==> config.mk <==
export PLATFORM = sky130hd
export DESIGN_NAME = ulx3s_pll_phase_ctrl
export DESIGN_NICKNAME = d
export VERILOG_FILES = /design/src/rtl/ulx3s_pll_phase_ctrl_pkg.sv /design/src/rtl/ulx3s_pll_phase_ctrl_sync2.sv /design/src/rtl/ulx3s_pll_phase_ctrl.sv
export SDC_FILE = /design/constraint.sdc
export NUM_CORES = 1
export LEC_CHECK = 0
export BUFFER_PORTS_ARGS = -buffer_cell sky130_fd_sc_hd__buf_2
export CAP_MARGIN = 10
export CORE_MARGIN = 3
export CORE_UTILIZATION = 60
export CTS_CLUSTER_DIAMETER = 200
export DETAILED_ROUTE_END_ITERATION = 10
export PLACE_DENSITY = 0.83
export SKIP_LAST_GASP = 1
export SLEW_MARGIN = 25
export SYNTH_ARGS = -nofsm -noshare
export SYNTH_HDL_FRONTEND = slang
export SYNTH_SLANG_ARGS = --single-unit
==> constraint.sdc <==
create_clock -name clk -period 8.5 [get_ports clk]
set_input_delay 0.85 -clock clk [delete_from_list [all_inputs] [get_ports clk]]
set_output_delay 0.85 -clock clk [all_outputs]
set_load 0.05 [all_outputs]
==> src/rtl/ulx3s_pll_phase_ctrl_pkg.sv <==
// rtl/ulx3s_pll_phase_ctrl_pkg.sv - shared FSM state and output-select encodings
package ulx3s_pll_phase_ctrl_pkg;

  typedef enum logic [2:0] {
    IDLE     = 3'd0,
    SETUP    = 3'd1,
    PULSE    = 3'd2,
    SETTLE   = 3'd3,
    WAITLOCK = 3'd4,
    DONE     = 3'd5,
    ERR      = 3'd6
  } state_t;

  localparam logic [1:0] SEL_CLKOS  = 2'b00;
  localparam logic [1:0] SEL_CLKOS2 = 2'b01;
  localparam logic [1:0] SEL_CLKOS3 = 2'b10;
  localparam logic [1:0] SEL_CLKOP  = 2'b11;

  function automatic int max4(input int a, input int b, input int c, input int d);
    int m;
    m = a;
    if (b > m) m = b;
    if (c > m) m = c;
    if (d > m) m = d;
    return m;
  endfunction

endpackage

==> src/rtl/ulx3s_pll_phase_ctrl_sync2.sv <==
// rtl/ulx3s_pll_phase_ctrl_sync2.sv - two-flop synchronizer for the PLL lock input
module sync2 (
  input  logic clk,
  input  logic rst_n,
  input  logic d,
  output logic q
);

  logic meta;

  always_ff @(posedge clk or negedge rst_n) begin
    if (!rst_n) begin
      meta <= 1'b0;
      q    <= 1'b0;
    end else begin
      meta <= d;
      q    <= meta;
    end
  end

endmodule

==> src/rtl/ulx3s_pll_phase_ctrl.sv <==
// rtl/ulx3s_pll_phase_ctrl.sv - ECP5 PLL dynamic phase stepper with per-output offset tracking
module ulx3s_pll_phase_ctrl
  import ulx3s_pll_phase_ctrl_pkg::*;
#(
  parameter int SETUP_CYC  = 4,
  parameter int PULSE_CYC  = 4,
  parameter int SETTLE_CYC = 16,
  parameter int LOCK_TO    = 1024
) (
  input  logic       clk,
  input  logic       rst_n,
  input  logic       req_valid,
  output logic       req_ready,
  input  logic [1:0] req_sel,
  input  logic       req_dir,
  input  logic [7:0] req_count,
  input  logic       pll_locked,
  output logic [1:0] phasesel,
  output logic       phasedir,
  output logic       phasestep,
  output logic       phaseloadreg,
  output logic       done,
  output logic       err,
  output logic       busy,
  input  logic [1:0] rd_sel,
  output logic [7:0] rd_ofs
);

  localparam int TMAX = max4(SETUP_CYC, PULSE_CYC, SETTLE_CYC, LOCK_TO);
  localparam int TW   = $clog2(TMAX + 1);

  localparam logic [TW-1:0] SETUP_END  = TW'(SETUP_CYC - 1);
  localparam logic [TW-1:0] PULSE_END  = TW'(PULSE_CYC - 1);
  localparam logic [TW-1:0] SETTLE_END = TW'(SETTLE_CYC - 1);
  localparam logic [TW-1:0] LOCK_END   = TW'(LOCK_TO - 1);

  state_t        state;
  state_t        state_nx;
  logic          lock_s;
  logic [TW-1:0] timer;
  logic [7:0]    remaining;
  logic [1:0]    sel_q;
  logic          dir_q;
  logic          step_q;
  logic [7:0]    ofs [4];
  logic          accept;
  logic          pulse_end;

  sync2 u_sync2 (
    .clk   (clk),
    .rst_n (rst_n),
    .d     (pll_locked),
    .q     (lock_s)
  );

  assign req_ready    = (state == IDLE) && lock_s;
  assign accept       = req_valid && req_ready;
  assign pulse_end    = (state == PULSE) && (timer == PULSE_END);
  assign phasesel     = sel_q;
  assign phasedir     = dir_q;
  assign phasestep    = step_q;
  assign phaseloadreg = 1'b1;
  assign done         = (state == DONE);
  assign err          = (state == ERR);
  assign busy         = (state != IDLE);

  always_comb begin
    state_nx = state;
    case (state)
      IDLE:     if (accept) state_nx = (req_count == 8'd0) ? DONE : SETUP;
      SETUP:    if (timer == SETUP_END) state_nx = PULSE;
      PULSE:    if (timer == PULSE_END) state_nx = SETTLE;
      SETTLE:   if (timer == SETTLE_END) state_nx = WAITLOCK;
      WAITLOCK: begin
        if (lock_s)                 state_nx = (remaining != 8'd0) ? SETUP : DONE;
        else if (timer == LOCK_END) state_nx = ERR;
      end
      DONE:     state_nx = IDLE;
      ERR:      state_nx = IDLE;
      default:  state_nx = IDLE;
    endcase
  end

  // phasestep is registered from the next state so the PLL sees a glitch-free strobe
  always_ff @(posedge clk or negedge rst_n) begin
    if (!rst_n) begin
      state     <= IDLE;
      timer     <= '0;
      remaining <= 8'd0;
      sel_q     <= SEL_CLKOS;
      dir_q     <= 1'b0;
      step_q    <= 1'b1;
      for (int i = 0; i < 4; i++) ofs[i] <= 8'd0;
    end else begin
      state  <= state_nx;
      timer  <= (state_nx != state) ? '0 : timer + 1'b1;
      step_q <= (state_nx != PULSE);
      if (accept) begin
        sel_q     <= req_sel;
        dir_q     <= req_dir;
        remaining <= req_count;
      end
      if (pulse_end) begin
        ofs[sel_q] <= dir_q ? ofs[sel_q] + 8'd1 : ofs[sel_q] - 8'd1;
        remaining  <= remaining - 8'd1;
      end
    end
  end

  always_comb begin
    rd_ofs = ofs[0];
    case (rd_sel)
      SEL_CLKOS:  rd_ofs = ofs[0];
      SEL_CLKOS2: rd_ofs = ofs[1];
      SEL_CLKOS3: rd_ofs = ofs[2];
      SEL_CLKOP:  rd_ofs = ofs[3];
      default:    rd_ofs = ofs[0];
    endcase
  end

endmodule

-- Yosys cells after proc, flatten, opt, wreduce, memory -nomap -nowiden
Index checks and enable logic that the tools add are counted.
- bits in registers: 60
- bits of input ports: 17
- output and inout bits: 17
- logic and storage cells: 63
- $add $sub $neg: 4
- $lt $le $gt $ge: 2
- equal/unequal tests: 14
- muxes and demuxes: 20
- bitwise operators: 1
- reductions and logical operators: 10
- operators with widths (cell ; count):
    $mux 8 ; 6
    $bwmux 32 ; 1
    $pmux 8 s4 ; 1
    $mux 3 ; 8
    $bmux 8 s2 ; 1
    $demux 8 s2 ; 1
    $sub 8x1->8 const B ; 2
    $pmux 3 s5 ; 1
    $add 11x1->11 const B ; 1
    $eq 11x10->1 const B ; 1
    $eq 11x2->1 const B ; 1
    $eq 11x4->1 const B ; 1
    $mux 11 ; 1
    $eq 3x3->1 const B ; 3
    $add 8x1->8 const B ; 1
    $logic_not 8->1 ; 1
    $reduce_bool 8->1 ; 1
    $eq 3x2->1 const B ; 2
    $eq 2x2->1 const B ; 2
    $logic_and 1x1->1 ; 4
    $eq 3x1->1 const B ; 1
    $ge 3x3->1 const B ; 1
    $logic_not 3->1 ; 1
    $lt 3x1->1 const B ; 1
    7 further kinds ; 7

-- Logic depth before layout (Yosys ltp)
- word-level depth: 7
- gate-level depth with buffers: 9
- mapped depth without buffers: 8

-- Modules after synthesis
Synthesis repeated with hierarchy kept, for this count alone.
- cell total of the unflattened synthesis: 330
- area, all modules: 3433.3 um2
- modules (own cells, without submodules) (module ; instances ; cells each ; area each (um2)):
    ulx3s_pll_phase_ctrl ; 1 ; 328 ; 3383.2
    sync2 ; 1 ; 2 ; 50.0

-- Worst setup path after synthesis
Ideal clock, no wire load.
- path type: reg-to-reg
- from: register sel_q[0], in the netlist phasesel[0]
- to: register ofs[29] in the netlist's numbering
- arrival time: 3.314 ns
- slack: 5.061 ns
- cell stages (with the launch flop): 10
- path buffers: 2
- period minus slack after synthesis: 3.439 ns
- path through: dfrtp_1 -> buf_6 -> clkbuf_1 -> mux4_2 -> ha_1 -> a21oi_1 -> o31ai_2 -> o41ai_4 -> xnor2_1 -> mux2_2
- word-level cells in the longest chain between the ends: 7
- elaborated cells on any way between the ends: 13
- classes of those cells: add/sub (2); order compare (2); mux (7); bitwise (1); reduce/logical (1)
- ends and longest elaborated chain (what ; line ; text):
    from (decl) ; ulx3s_pll_phase_ctrl.sv:42 ; logic [1:0] sel_q;
    from (signal assigned) ; ulx3s_pll_phase_ctrl.sv:99 ; sel_q <= req_sel;
    $not 2->3 * ; ulx3s_pll_phase_ctrl.sv:104 ; ofs[sel_q] <= dir_q ? ofs[sel_q] + 8'd1 : ofs[sel_q] - 8'd1;
    $bmux 8 s2 ; ulx3s_pll_phase_ctrl.sv:104 ;
    $mux 8 (implied by the code) (2 in series) ; ulx3s_pll_phase_ctrl.sv:104 ;
    $sub 8x1->8 or $add 8x1->8 (tied branches) ; ulx3s_pll_phase_ctrl.sv:104 ;
    $mux 8 ; ulx3s_pll_phase_ctrl.sv:104 ;
    $bwmux 32 * ; ulx3s_pll_phase_ctrl.sv:104 ;
    to (signal, indexed assignment) ; ulx3s_pll_phase_ctrl.sv:104 ;
    to (decl) ; ulx3s_pll_phase_ctrl.sv:45 ; logic [7:0] ofs [4];
Mark *: on every way between the ends. The rest lies on a longest branch, timed or not. The select of a mux whose other input is x is not followed.
A chain may end at the register's enable or synchronous reset.

-- Worst setup path in the final report
Same ends and word-level chain as after synthesis.

==> out/metrics.cfg <==
[grt]
grt_max_degree=61
grt_pass1_vias=2874
antenna_found_initial=0
grt-ovfl-total=0
grt_pass1_wl_mm=13.4
grt_util_all_layers_pct=24.3

[hold_path]
hold_start=u_sync2.meta
whs_path_depth=0
hold_path.class=reg -> reg

[cts]
cts_buffer_depth=2
cts_sinks=60
cts_tree=yes
numCtsBuffers=9
cts-hold-fix-buffers=0
cts-root-buf=clkbuf_8
cts.clk_slew.worst_paths_ns=0.07
ctsResizeCount=0
clock_latency_ns=0.34
cts_htree_levels=3
post-cts-setup-buffer-count=0

[synth]
syn_nets=371
synth_top_area_share_pct=41.6
syn_area_per_cell_um2=10.3
yosysWarnings=0
postSynthCellCount=344
yosysMostFrequentCell=dfrtp_1
synth-edff-count=0
async_flop_share_pct=100
seq_area_frac_synth_pct=42.4
ys.flop_type=dfrtp_1
synth_cell_types=53
synth_common_cells=59 x dfrtp_1, 49 x nand2_1, 30 x nor2_1
ys_top_cells_by_area=dfrtp_1 42%, mux4_2 9.5%, nand2_1 5.2%, mux2_2 3.5%, ha_1 3.2%
ys_seq_elements=60
synth_top_area_cell=dfrtp_1
netlist_area_um2=3550

[placed_design]
dp_slack_ns=5.11
hpwl_mm=5.45
place_area_um2=3730
gp_congestion=0.833
portBuffers=32

[pwr]
leakage_uw=0.00176
power.density_nw_per_um2=417
irDropWorstVdd_mv=0.236

[timing]
finalHoldViolCount=0
tightest_slew_ns=0.825
slew-limit-headroom_pct=45.0
slew_violations=0
rsz0062_at_grt=false
setup_viol=0
timing.setup.tns_ns=0
skew_ns=0.00794
min_period_ns=3.38
fin_crit_sh_pct=39.8
fmax_mhz=296
fin_ws_ns=5.12

[finish]
nFillCells=419
final_core_util_pct=70.2
num_antenna_cells=0
postLayoutCellArea_um2=3940
fin_nets=396
drive_gt1_share_pct=22.7
area_growth_pct=11.0

[route]
wl_per_cell_um=17.9
ant_nets=0
drt_pass1_iterations=7
route.detailed.drc=0
viasPerCell=6.43
drt_iter0_markers=211
vias=2867
drt_wl_total_mm=7.99

[setup_path]
cp-startpoint=phasesel[0]
startpoint_type=flop
regToRegStartpoint=phasesel[0]
worstPathArrival_ns=3.60
reg2reg_depth=7
required_ns=8.72
end_kind=flop
cp_max_fo=16
worstSetupPathType=reg -> reg

[die]
die_w_um=82.9
die_area_um2=6870
io_pins=34
fp.dieH_um=82.9
initial_core_util_pct=63.3
rows=27
placeableCoreArea_um2=5610

[job]
max_cap_violations=0

[run_status]
status=completed

==> metal layers <==
| metal | GRT usage, % | routed length, um | vias to the layer above |
|---|---|---|---|
| met1 | 29.9 | 3220 | 1409 |
| met3 | 4.46 | 354 | 28 |
| met4 | 11.4 | 275 | 0 |
| li1 | - | - | 1316 |
| met2 | 41.3 | 4140 | 114 |
| met5 | 0 | 0 | - |
==> cells in the final DEF, fill, tap and decap left out, drive strengths merged, types with 4 or more instances in the layout <==
cell,Yosys,routed
o211ai,8,8
a21oi,7,7
ha,9,9
buf,4,33
mux2i,7,7
xnor2,9,9
nor3b,5,5
nor4,4,4
nor2,30,30
nand3,7,7
o21ai,19,19
xor2,6,6
nor3,19,19
mux4,15,15
inv,9,9
nand4,8,8
a211oi,6,6
mux2,11,11
clkbuf,15,12
nand2,49,49
dfrtp,59,59
==> per-stage QoR <==
| stage | std cells | total power [uW] | hold slack [ns] |
|---|---|---|---|
| 2_1_floorplan | 344 | 1180 | 0.331 |
| 3_5_place_dp | 430 | 1370 | 0.341 |
| 4_1_cts | 446 | 1640 | 0.364 |
| 6_report | 446 | 1640 | 0.362 |
| 5_1_grt | 446 | 1750 | 0.364 |
| 3_3_place_gp | 430 | 1330 | 0.337 |
==> area by class of cell <==
cell class	count	area [um^2]	area share (%)
flip-flops and latches	60	1500	38.2
well taps	72	90.1	2.29
clock inverters	4	47.5	1.21
inverters	9	33.8	0.858
clock buffers	12	155	3.94
repair buffers	33	168	4.26
multi-input cells	256	1940	49.3
==> report_power, final <==
| group | leakage (uW) | total (uW) | switching (uW) | internal, uW |
|---|---|---|---|---|
| Clock | 0.000102 | 261 | 111 | 150 |
| Sequential | 0.000777 | 526 | 134 | 392 |
| Combinational | 0.000884 | 856 | 513 | 344 |
==> critical path, stage by stage, from the launching register on <==
cell     delay (ns)
dfrtp_1        0.88
mux4_2         0.60
ha_1           0.35
a21oi_1        0.19
o31ai_2        0.12
o41ai_4        0.58
xnor2_1        0.22
mux2_2         0.32
==> flip-flops by register name, summed over array words and instances (netlist names) <==
name	count
phasestep	1
remaining	8
u_sync2.meta	1
u_sync2.q	1
phasesel	2
timer	11
phasedir	1
state	3
ofs	32
==> logic make-up (layout without fill, tap and decap cells) <==
family          Yosys count  count (layout)  synth area share, %
flops                    60              60                 42.4
mux                      33              33                 15.3
xor+xnor                 15              15                 4.13
simple gates            142             142                 20.2
buf+inv                  28              58                 3.32
compound gates           55              55                 10.8
fa+ha+maj                10              10                 3.74
other cells               1               1                0.106
==> final timing paths <==
check	endpoint	slack, ns
setup reg to reg	ofs[29]	5.12
hold / removal	u_sync2.q	0.36
hold reg to reg	u_sync2.q	0.36
max in group asynchronous	ofs[23]	7.35
min in group asynchronous	ofs[28]	0.65
setup / recovery	ofs[29]	5.12
No activity file was read; power rests on OpenSTA's default activity.
